--- src/rtl/uart_pkg.sv ---
// Shared types and helpers for the FIFO-fed UART transmitter.
package uart_pkg;

  typedef enum logic [2:0] {IDLE, START, DATA, PARITY, STOP} tx_state_t;

  localparam int CLKS_PER_BIT_DEF = 10416;

  // $clog2 that never yields a zero-width vector
  function automatic int safe_clog2(input int n);
    return (n <= 1) ? 1 : $clog2(n);
  endfunction

endpackage

--- src/rtl/uart_tx_fifo_baud_counter.sv ---
// Bit-time counter: runs 0..CLKS_PER_BIT-1 and flags the last cycle of each bit.
module baud_counter
  import uart_pkg::*;
#(
  parameter int CLKS_PER_BIT = CLKS_PER_BIT_DEF
) (
  input  logic clk,
  input  logic reset,
  input  logic clear,
  output logic bit_done
);

  localparam int CW = safe_clog2(CLKS_PER_BIT);
  localparam logic [CW-1:0] LAST = CW'(CLKS_PER_BIT - 1);

  logic [CW-1:0] cnt_q, cnt_d;

  assign bit_done = (cnt_q == LAST);

  always_comb begin
    cnt_d = cnt_q + 1'b1;
    if (clear || bit_done) cnt_d = '0;
  end

  always_ff @(posedge clk) begin
    if (reset) cnt_q <= '0;
    else       cnt_q <= cnt_d;
  end

endmodule

--- src/rtl/uart_tx_fifo.sv ---
// Pops bytes from the sample FIFO and sends them as 8N1 UART frames on tx.
// Define UART_TX_PARITY_EN to insert an even-parity bit after the data bits.
//
// state  | meaning
// IDLE   | line high, pop and latch head byte when FIFO non-empty
// START  | start bit (tx=0)
// DATA   | payload bits, LSB first
// PARITY | even parity of payload (only with UART_TX_PARITY_EN)
// STOP   | STOP_BITS stop bits (tx=1)
module uart_tx_fifo
  import uart_pkg::*;
#(
  parameter int DW           = 7,
  parameter int CLKS_PER_BIT = CLKS_PER_BIT_DEF,
  parameter int STOP_BITS    = 1
) (
  input  logic        clk,
  input  logic        reset,
  input  logic        fifo_empty,
  input  logic [DW:0] fifo_rd_data,
  output logic        fifo_rd,
  output logic        tx,
  output logic        busy
);

  localparam int IW = safe_clog2(DW + 1);
  localparam logic [IW-1:0] LAST_IDX  = IW'(DW);
  localparam logic [IW-1:0] LAST_STOP = IW'(STOP_BITS - 1);

  tx_state_t     state_q, state_d;
  logic [DW:0]   shift_q, shift_d;
  logic [IW-1:0] idx_q, idx_d;
  logic          tx_q, tx_d;
  logic          rd_req;
  logic          bit_done;
  logic          baud_clear;

  assign baud_clear = (state_q == IDLE);

  baud_counter #(.CLKS_PER_BIT(CLKS_PER_BIT)) u_baud (
    .clk      (clk),
    .reset    (reset),
    .clear    (baud_clear),
    .bit_done (bit_done)
  );

  // The shifter rotates so the latched byte (and its parity) survive the frame
  always_comb begin
    state_d = state_q;
    shift_d = shift_q;
    idx_d   = idx_q;
    tx_d    = tx_q;
    rd_req  = 1'b0;
    case (state_q)
      IDLE: begin
        tx_d = 1'b1;
        if (!fifo_empty) begin
          rd_req  = 1'b1;
          shift_d = fifo_rd_data;
          state_d = START;
          tx_d    = 1'b0;
        end
      end
      START: begin
        if (bit_done) begin
          state_d = DATA;
          idx_d   = '0;
          tx_d    = shift_q[0];
        end
      end
      DATA: begin
        if (bit_done) begin
          shift_d = {shift_q[0], shift_q[DW:1]};
          if (idx_q == LAST_IDX) begin
`ifdef UART_TX_PARITY_EN
            state_d = PARITY;
            tx_d    = ^shift_q;
`else
            state_d = STOP;
            idx_d   = '0;
            tx_d    = 1'b1;
`endif
          end else begin
            idx_d = idx_q + 1'b1;
            tx_d  = shift_q[1];
          end
        end
      end
`ifdef UART_TX_PARITY_EN
      PARITY: begin
        if (bit_done) begin
          state_d = STOP;
          idx_d   = '0;
          tx_d    = 1'b1;
        end
      end
`endif
      STOP: begin
        tx_d = 1'b1;
        if (bit_done) begin
          if (idx_q == LAST_STOP) state_d = IDLE;
          else                    idx_d   = idx_q + 1'b1;
        end
      end
      default: begin
        state_d = IDLE;
        tx_d    = 1'b1;
      end
    endcase
  end

  always_ff @(posedge clk) begin
    if (reset) begin
      state_q <= IDLE;
      shift_q <= '0;
      idx_q   <= '0;
      tx_q    <= 1'b1;
    end else begin
      state_q <= state_d;
      shift_q <= shift_d;
      idx_q   <= idx_d;
      tx_q    <= tx_d;
    end
  end

  // A pop during reset would lose the byte without the state advancing
  assign fifo_rd = rd_req & ~reset;
  assign tx      = tx_q;
  assign busy    = (state_q != IDLE);

endmodule

--- config.mk ---
export PLATFORM = sky130hd
export DESIGN_NAME = uart_tx_fifo
export DESIGN_NICKNAME = d
export VERILOG_FILES = /design/src/rtl/uart_pkg.sv /design/src/rtl/uart_tx_fifo_baud_counter.sv /design/src/rtl/uart_tx_fifo.sv
export SDC_FILE = /design/constraint.sdc
export NUM_CORES = 1
export LEC_CHECK = 0
export CAP_MARGIN = 20
export CORE_ASPECT_RATIO = 1.5
export CORE_UTILIZATION = 53
export CTS_BUF_LIST = sky130_fd_sc_hd__clkbuf_4 sky130_fd_sc_hd__clkbuf_8
export DETAILED_ROUTE_END_ITERATION = 7
export GPL_TIMING_DRIVEN = 1
export PLACE_DENSITY = 0.85
export SETUP_SLACK_MARGIN = 0.5
export SLEW_MARGIN = 10
export SYNTH_ARGS = -nofsm -noshare
export SYNTH_HDL_FRONTEND = slang
export SYNTH_SLANG_ARGS = --single-unit
--- constraint.sdc ---
create_clock -name clk -period 1.6 [get_ports clk]
set_input_delay 0.32 -clock clk [delete_from_list [all_inputs] [get_ports clk]]
set_output_delay 0.32 -clock clk [all_outputs]
set_load 0.01 [all_outputs]
After elaboration in Yosys (flattened, before gate mapping)
Index checks and enable logic that the tools add are counted.
Widths: inputs -> output; s select.
{"block": "word_totals", "mem_bits_rw": 0, "mem_bits_ro": 0, "input_bits": 11, "register_bits": 29, "memories": 0, "latchBits": 0, "output_inout_bits": 3}
{"block": "classes", "n_mul": 0, "addsub": 2, "magnitude_cmp": 0, "eq_ne": 12, "div": 0, "n_bitwise": 2, "muxes": 23, "shift": 0, "n_reduce_logical": 11}
{"cell": "$mux 3", "n": 11}
{"cell": "$mux 8", "n": 2}
{"cell": "$pmux 8 s2", "n": 1}
{"cell": "$add 14x1->14 const B", "n": 1}
{"cell": "$eq 14x14->1 const B", "n": 1}
{"cell": "$pmux 3 s4", "n": 1}
{"cell": "$pmux 3 s3", "n": 1}
{"cell": "$ne 2x2->1 const B", "n": 4}
{"cell": "$eq 3x3->1 const B", "n": 2}
{"cell": "$logic_not 3->1", "n": 2}
{"cell": "$mux 1", "n": 6}
{"cell": "$ne 2x1->1 const B", "n": 3}
{"cell": "$reduce_and 6->1", "n": 1}
{"cell": "$reduce_bool 3->1", "n": 2}
{"cell": "$reduce_and 5->1", "n": 1}
{"cell": "$add 3x1->3 const B", "n": 1}
{"cell": "$eq 3x1->1 const B", "n": 1}
{"cell": "$eq 3x2->1 const B", "n": 1}
{"cell": "$pmux 1 s3", "n": 1}
{"cell": "$reduce_and 3->1", "n": 1}
{"cell": "$reduce_and 2->1", "n": 1}
{"cell": "$reduce_bool 2->1", "n": 1}
{"cell": "$reduce_or 2->1", "n": 1}
{"cell": "$and 1x1->1", "n": 1}
{"cell": "other kinds (2)", "n": 2}

Logic depth before layout (Yosys ltp)
Gate-level depths: netlist (run 1).
{"block": "depth", "ltp_word": 4, "depth_mapped": 7}

By module
Synthesis (run 1) repeated with hierarchy kept, for this count alone.
{"block": "hier_totals", "hier_cells": 163, "hier_area_um2": 1512.7}
{"mod": "uart_tx_fifo", "n_inst": 1, "seq_area_each_um2": 300.3, "cells_per_inst": 94, "area_each_um2": 892.1}
{"mod": "baud_counter", "n_inst": 1, "seq_area_each_um2": 280.3, "cells_per_inst": 69, "area_each_um2": 620.6}

Worst setup path after synthesis (run 1)
No wires, ideal clock.
{"block": "synth_path", "path_type": "register -> register", "from": "reg u_baud.cnt_q[0]", "to": "reg state_q[2]", "path_stages_with_launch": 7, "period_less_slack_ps": 1722, "arrival_time_ps": 1601, "path_slack_ps": -122, "t_required_ps": 1479, "setup_ps": 121, "path_buffers": 1, "path_cell_list": "dfxtp_1 ha_1 and4_1 buf_4 nand4_4 a221oi_4 mux2_4"}
{"block": "synth_via", "elab_chain_cells": 3}
{"item": "from (decl)", "line": "uart_tx_fifo_baud_counter.sv:16", "rtl": "logic [CW-1:0] cnt_q, cnt_d;"}
{"item": "from (signal assigned)", "line": "uart_tx_fifo_baud_counter.sv:27", "rtl": "else cnt_q <= cnt_d;"}
{"item": "$eq 14x14->1 *", "line": "uart_tx_fifo_baud_counter.sv:18", "rtl": "assign bit_done = (cnt_q == LAST);"}
{"item": "$ne 2x1->1 (no source line)"}
{"item": "$reduce_and 6->1 (no source line) *"}
{"item": "to (signal assigned)", "line": "uart_tx_fifo.sv:119", "rtl": "state_q <= state_d;"}
{"item": "to (decl)", "line": "uart_tx_fifo.sv:30", "rtl": "tx_state_t state_q, state_d;"}
Mark *: on every way between the ends. The rest lies on a longest branch, timed or not.
A chain may end at the register's enable or synchronous reset.

Worst setup path in the final report (run 1)
{"block": "layout_path", "from": "reg state_q[2]", "to": "out fifo_rd"}
{"block": "layout_via", "elab_chain_cells": 3}
{"item": "$logic_not 3->1", "line": "uart_tx_fifo.sv:54", "rtl": "case (state_q)"}
{"item": "$mux 1", "line": "uart_tx_fifo.sv:54"}
{"item": "$and 1x1->1", "line": "uart_tx_fifo.sv:127", "rtl": "assign fifo_rd = rd_req & ~reset;"}
{"item": "to (decl)", "line": "uart_tx_fifo.sv:21", "rtl": "output logic fifo_rd,"}
Every way passes these cells.

==> flow_metrics.tcl, run 1 <==
set metrics [dict create \
    wirelength_mm 6.14 \
    worstSetupStartpointType "register" \
    initial_utilization 0.553 \
    yosys_warnings 0 \
    rows 24 \
    syn_area_um2 1590 \
    timing.final.crit_period_ps 1730 \
    die_h_um 69.2 \
    max_stage_delay_ps 350 \
    rsz0062_at_grt "yes" \
    synth_top_area_frac 0.364 \
    cp_top_family "simple AND/OR/NAND/NOR gates" \
    worstPathArrival_ps 1410 \
    tightestPinTransition_ps 538 \
    slew_headroom 0.638 \
    critical_path.cell_chain "or2_4, or3_4, nor2_4, buf_6" \
    ys.flop_type "dfxtp_1" \
    yosys.cell_types.count 43 \
    vdd_ir_drop_max_uv 806 \
    vias 1812 \
    synthCells 185 \
    coreArea_um2 2880 \
    holdWs_ps 507 \
    ys_seq_area_frac 0.364 \
    min_path_type "register to register" \
    power_frac_seq 0.351 \
    yosysTopAreaCell "dfxtp_1" \
    antenna_found_initial 0 \
    p_leak_nw 0.849 \
    avgSynthCellArea_um2 8.62 \
    slowest_stage "or3_4" \
    clk_pin_slew_ps 70 \
    synth-seq-cells 29 \
    setup_slack_ps -128 \
    synth_area_leaders "dfxtp_1, nand3_1, xor2_1" \
    viasPerCell 6.84 \
    maxCapViolCount 0 \
    drtAntennaViolNets 0 \
    numCtsBuffers 5 \
    cp.required_ps 1280 \
    hold_violations 0 \
    status "finished with violations" \
    layout-drive-gt1-share 0.487 \
    drtIter0Drc 125 \
    gp_congestion 0.783 \
    die_w_um 46.8 \
    clock_latency_ps 290 \
    grtUsageTotal 0.372 \
    crit_type "register to primary output" \
    path_buf_inv 1 \
    cts_tree "yes" \
    p_int_mw 1.57 \
    grt_pass1_wl_mm 8.56 \
    crit_fanout 2 \
    endpoint_kind "primary output" \
    p_comb_frac 0.410 \
    synth_nets 200 \
    hpwlAfterDp_mm 2.88 \
    die_area_um2 3240 \
    clockRootBuffer "clkbuf_8" \
    skew_ps 8.44 \
    antenna_cells 0 \
    grt_max_degree 15 \
    max_freq_mhz 579 \
    grt_pass1_vias 1759 \
    wl_per_cell_um 23.2 \
    synth_edf_count 0 \
    p_switching_mw 0.912 \
    violations "negative setup slack" \
    io_buffers 13 \
    clock-sinks 29 \
    grt_remaining_overflow 0 \
    fin_crit_sh 1.08 \
    async_flop_share 0 \
    drc 0 \
    setup_violations 15 \
    pwr-share-clk 0.240 \
    cellPowerDensity_nw_per_um2 1010 \
    swShare 0.367 \
    pin_count 14 \
    maxSlewViolCount 0 \
    h-tree-depth 2 \
    syn_to_final_growth_pct 53.8 \
    tns_ps -924 \
    firstDrtPassIters 5 \
    final_nets 240 \
    clockBufferDepth 2 \
]
-- worst paths after layout --
check	startpoint	endpoint	slack [ps]	cells after the start
setup / recovery	state_q[2]	fifo_rd	-130	4
hold / removal	shift_q[5]	shift_q[4]	510	2
setup reg to reg	u_baud.cnt_q[10]	shift_q[7]	-110	6
hold reg to reg	shift_q[5]	shift_q[4]	510	2
-- worst reg2reg max path, stage by stage, from the launching register on --
cell and delay [ps]:
dfxtp_2 340, and4bb_2 390, nand4_4 170, buf_6 170, buf_16 130, o211ai_1 280
a21oi_2 100
-- routing by layer --
| metal | part of all wire | vias up | global-route usage | routed length [um] |
|---|---|---|---|---|
| met3 | 0.075 | 49 | 0.134 | 461 |
| met5 | 0 | - | 0 | 0 |
| met1 | 0.35 | 867 | 0.365 | 2150 |
| li1 | - | 760 | - | - |
| met2 | 0.50 | 136 | 0.616 | 3090 |
| met4 | 0.071 | 0 | 0.232 | 434 |
-- power groups by stage --
stage / logic, mW / clock network (mW) / registers (mW)
after floorplan: 0.510 / 0 / 0.862
after global placement: 0.721 / 0 / 0.863
after detailed placement: 0.753 / 0 / 0.869
after CTS: 0.901 / 0.602 / 0.855
after global routing: 1.07 / 0.630 / 0.877
final: 1.02 / 0.596 / 0.871
-- through the flow --
step / cells / instance area [um^2] / utilization / setup WS [ps] / power (mW)
floorplan: 185 / 1660 / - / -26.6 / 1.37
global placement: 245 / 1920 / 0.666 / -491 / 1.58
detailed placement: 245 / 1920 / 0.666 / -505 / 1.62
CTS: 261 / 2320 / 0.803 / -122 / 2.36
global route: 265 / 2450 / 0.851 / -249 / 2.58
finish: 265 / 2450 / 0.851 / -128 / 2.48
-- registers in the layout (all words and copies together), names as in the netlist --
name	cells
idx_q	3
shift_q	8
state_q	3
tx	1
u_baud.cnt_q	14
-- final cells by class --
class	count	area, um^2
Multi-Input combinational cell	137	1230
Sequential cell	29	589
Timing Repair Buffer	48	484
Fill cell	140	430
Clock buffer	5	68.8
Tap cell	39	48.8
Clock inverter	3	17.5
Inverter	4	15.0
-- cells in the mapped netlist, types with 5 or more instances --
library cell / number
dfxtp_1: 29
nor2_1: 19
nand3_1: 17
a21oi_1: 9
xor2_1: 9
clkbuf_1: 7
nand4_1: 6
o21ai_0: 6
a22oi_1: 5
a2bb2oi_1: 5
a31oi_1: 5
buf_2: 5
nand2_1: 5
-- cell usage in the layout (no fill, tap or decap), types with 4 or more instances in the layout --
cell and instances:
dfxtp_1 22, o21ai_0 5, dfxtp_2 7, xor2_1 8, nor2_1 4, nor2_4 13
nand2_1 5, nand3_2 8, clkbuf_8 5, clkdlybuf4s50_1 9, a22oi_1 5, a21oi_2 5
a2bb2oi_1 5, buf_6 10, nand3_1 9, buf_4 21, a21oi_1 4, inv_1 4
nand4_1 6, a31oi_1 5
-- repair_timing --
item,in CTS,in global routing
gates resized for setup,73,24
hold buffers,0,0
hold endpoints to repair,0,0
gates cloned,2,0
setup endpoints to repair,32,32
setup buffers,6,4
pin swaps,17,9
-- logic make-up after synthesis --
group | Yosys count | share of synthesized area
xor gates and xnor gates | 12 | 0.0659
DFF | 29 | 0.364
muxes | 2 | 0.0157
adders and majority gates | 4 | 0.0314
buffers and inverters | 19 | 0.0534
and+or+nand+nor | 76 | 0.277
AOI/OAI and AO/OA | 43 | 0.192
No activity file was read; power rests on OpenSTA's default activity.
==> run 2: changes to the inputs <==
- clock period: 1.6 -> 1.5 ns (I/O delays scaled with it)
==> flow_metrics.tcl, run 2 (synthesized netlist as in run 1, its figures left out) <==
set metrics [dict create \
    viasPerCell 6.49 \
    cp.required_ps 1670 \
    largest_reg_flops 14 \
    clk_pin_slew_ps 70 \
    p_leak_nw 0.906 \
    drtIter0Drc 93 \
    max_stage_delay_ps 420 \
    holdWs_ps 516 \
    slowest_stage "or3b_4" \
    dp_slack_ps -568 \
    hpwlAfterDp_mm 3.09 \
    skew_ps 10.3 \
    status "finished with violations" \
    coreArea_um2 2880 \
    drc 0 \
    critical_path.cell_chain "buf_6, or3b_4, buf_6, o22ai_4, nand3_2, a21oi_1" \
    fin_cells 275 \
    rr_startpoint "state_q[1]" \
    clock-sinks 29 \
    regMostFlops "u_baud.cnt_q" \
    firstDrtPassIters 4 \
    wirelength_mm 6.07 \
    drtAntennaViolNets 0 \
    fill_cells 145 \
    timing.final.crit_period_ps 1860 \
    hold_buffers 0 \
    worstPathArrival_ps 2030 \
    layout-drive-gt1-share 0.479 \
    h-tree-depth 2 \
    grt_pass1_wl_mm 8.08 \
    crit_fanout 8 \
    die_h_um 69.2 \
    path_common_cell "buf_6" \
    maxSlewViolCount 0 \
    vdd_ir_drop_max_uv 1040 \
    io_buffers 13 \
    grt_pass1_vias 1723 \
    cts_tree "yes" \
    final_common_cell "buf_4" \
    numCtsBuffers 5 \
    fin_util 0.857 \
    grt_remaining_overflow 0 \
    final_nets 250 \
    wl_per_cell_um 22.1 \
    regToRegEndpoint "idx_q[2]" \
    clock_latency_ps 290 \
    crit_cells 6 \
    gp_congestion 0.882 \
    grtUsageTotal 0.352 \
    initial_utilization 0.553 \
    clockBufferDepth 2 \
    fin_crit_sh 1.24 \
    antenna_found_initial 0 \
    grt_max_degree 14 \
    cp_top_family "compound AO/OA/AOI/OAI gates" \
    crit_type "register to register" \
    die_area_um2 3240 \
    final_cell_mix "buf_4, dfxtp_1, buf_6" \
    setup_slack_ps -363 \
    endpoint_kind "register" \
    vias 1784 \
    max_freq_mhz 537 \
    rsz0062_at_grt "yes" \
    die_w_um 46.8 \
    setup_violations 31 \
    hold_violations 0 \
    worstSetupStartpointType "register" \
    min_path_type "register to register" \
    crit_path_end "idx_q[2]" \
    pin_count 14 \
    violations "negative setup slack" \
    rows 24 \
    maxCapViolCount 0 \
    place_inst 252 \
    syn_to_final_growth_pct 55.0 \
    reg.largest.list "u_baud.cnt_q: 14 flops, shift_q: 8 flops" \
    tightestPinTransition_ps 461 \
    slew_headroom 0.690 \
    clockRootBuffer "clkbuf_8" \
    path_buf_inv 2 \
    r2r_cells 6 \
    cellPowerDensity_nw_per_um2 1100 \
    crit_start "state_q[1]" \
    r2r_setup_slack_ps -360 \
    antenna_cells 0 \
]
run 2: repair_timing:
action                                  in CTS  in global routing
endpoints found under the setup margin      32                 32
gates cloned                                 1                  0
buffers inserted                             7                  7
gates resized for setup                     60                 24
pin swaps                                   12                  8
run 2: area by class of cell:
| type | count | area [um^2] | share of cell area |
|---|---|---|---|
| well taps | 39 | 48.8 | 0.0197 |
| multi-input cells | 137 | 1170 | 0.473 |
| inverters | 4 | 15.0 | 0.00608 |
| repair buffers | 58 | 561 | 0.227 |
| clock inverters | 2 | 10.0 | 0.00405 |
| clock buffers | 6 | 76.3 | 0.0309 |
| flip-flops and latches | 29 | 591 | 0.239 |
run 2: stage by stage:
step	instance area, um^2	total power, mW	TNS [ps]
finish	2470	2.73	-2560
global route	2470	2.85	-4440
CTS	2320	2.53	-1150
detailed placement	1980	1.75	-5720
global placement	1980	1.70	-4640
floorplan	1670	1.48	-167
run 2: where the power goes:
group | internal (mW) | leakage (nW) | switching [mW]
Combinational | 0.578 | 0.619 | 0.557
Sequential | 0.852 | 0.239 | 0.0876
Clock | 0.339 | 0.0484 | 0.315
run 2: layer usage:
metal / GRT usage / wire length (um) / vias up
met5: 0 / 0 / -
met4: 0.225 / 402 / 0
met3: 0.0864 / 330 / 40
met2: 0.602 / 3270 / 83
met1: 0.347 / 2070 / 878
li1: - / - / 783
run 2: tightest hold or removal path, cell delays in order, from the launching register on:
cell     delay, ps
dfxtp_2        340
o21ai_1         70
a21oi_1         70
run 2: how the worst min path moves through the flow:
stage	startpoint	end	slack [ps]	depth (start not counted)
5_1_grt	idx_q[0]	idx_q[0]	540	2
3_5_place_dp	shift_q[5]	shift_q[4]	490	2
6_report	idx_q[0]	idx_q[0]	520	2
2_1_floorplan	u_baud.cnt_q[0]	u_baud.cnt_q[0]	420	1
3_3_place_gp	u_baud.cnt_q[13]	u_baud.cnt_q[13]	470	2
4_1_cts	shift_q[5]	shift_q[4]	500	2
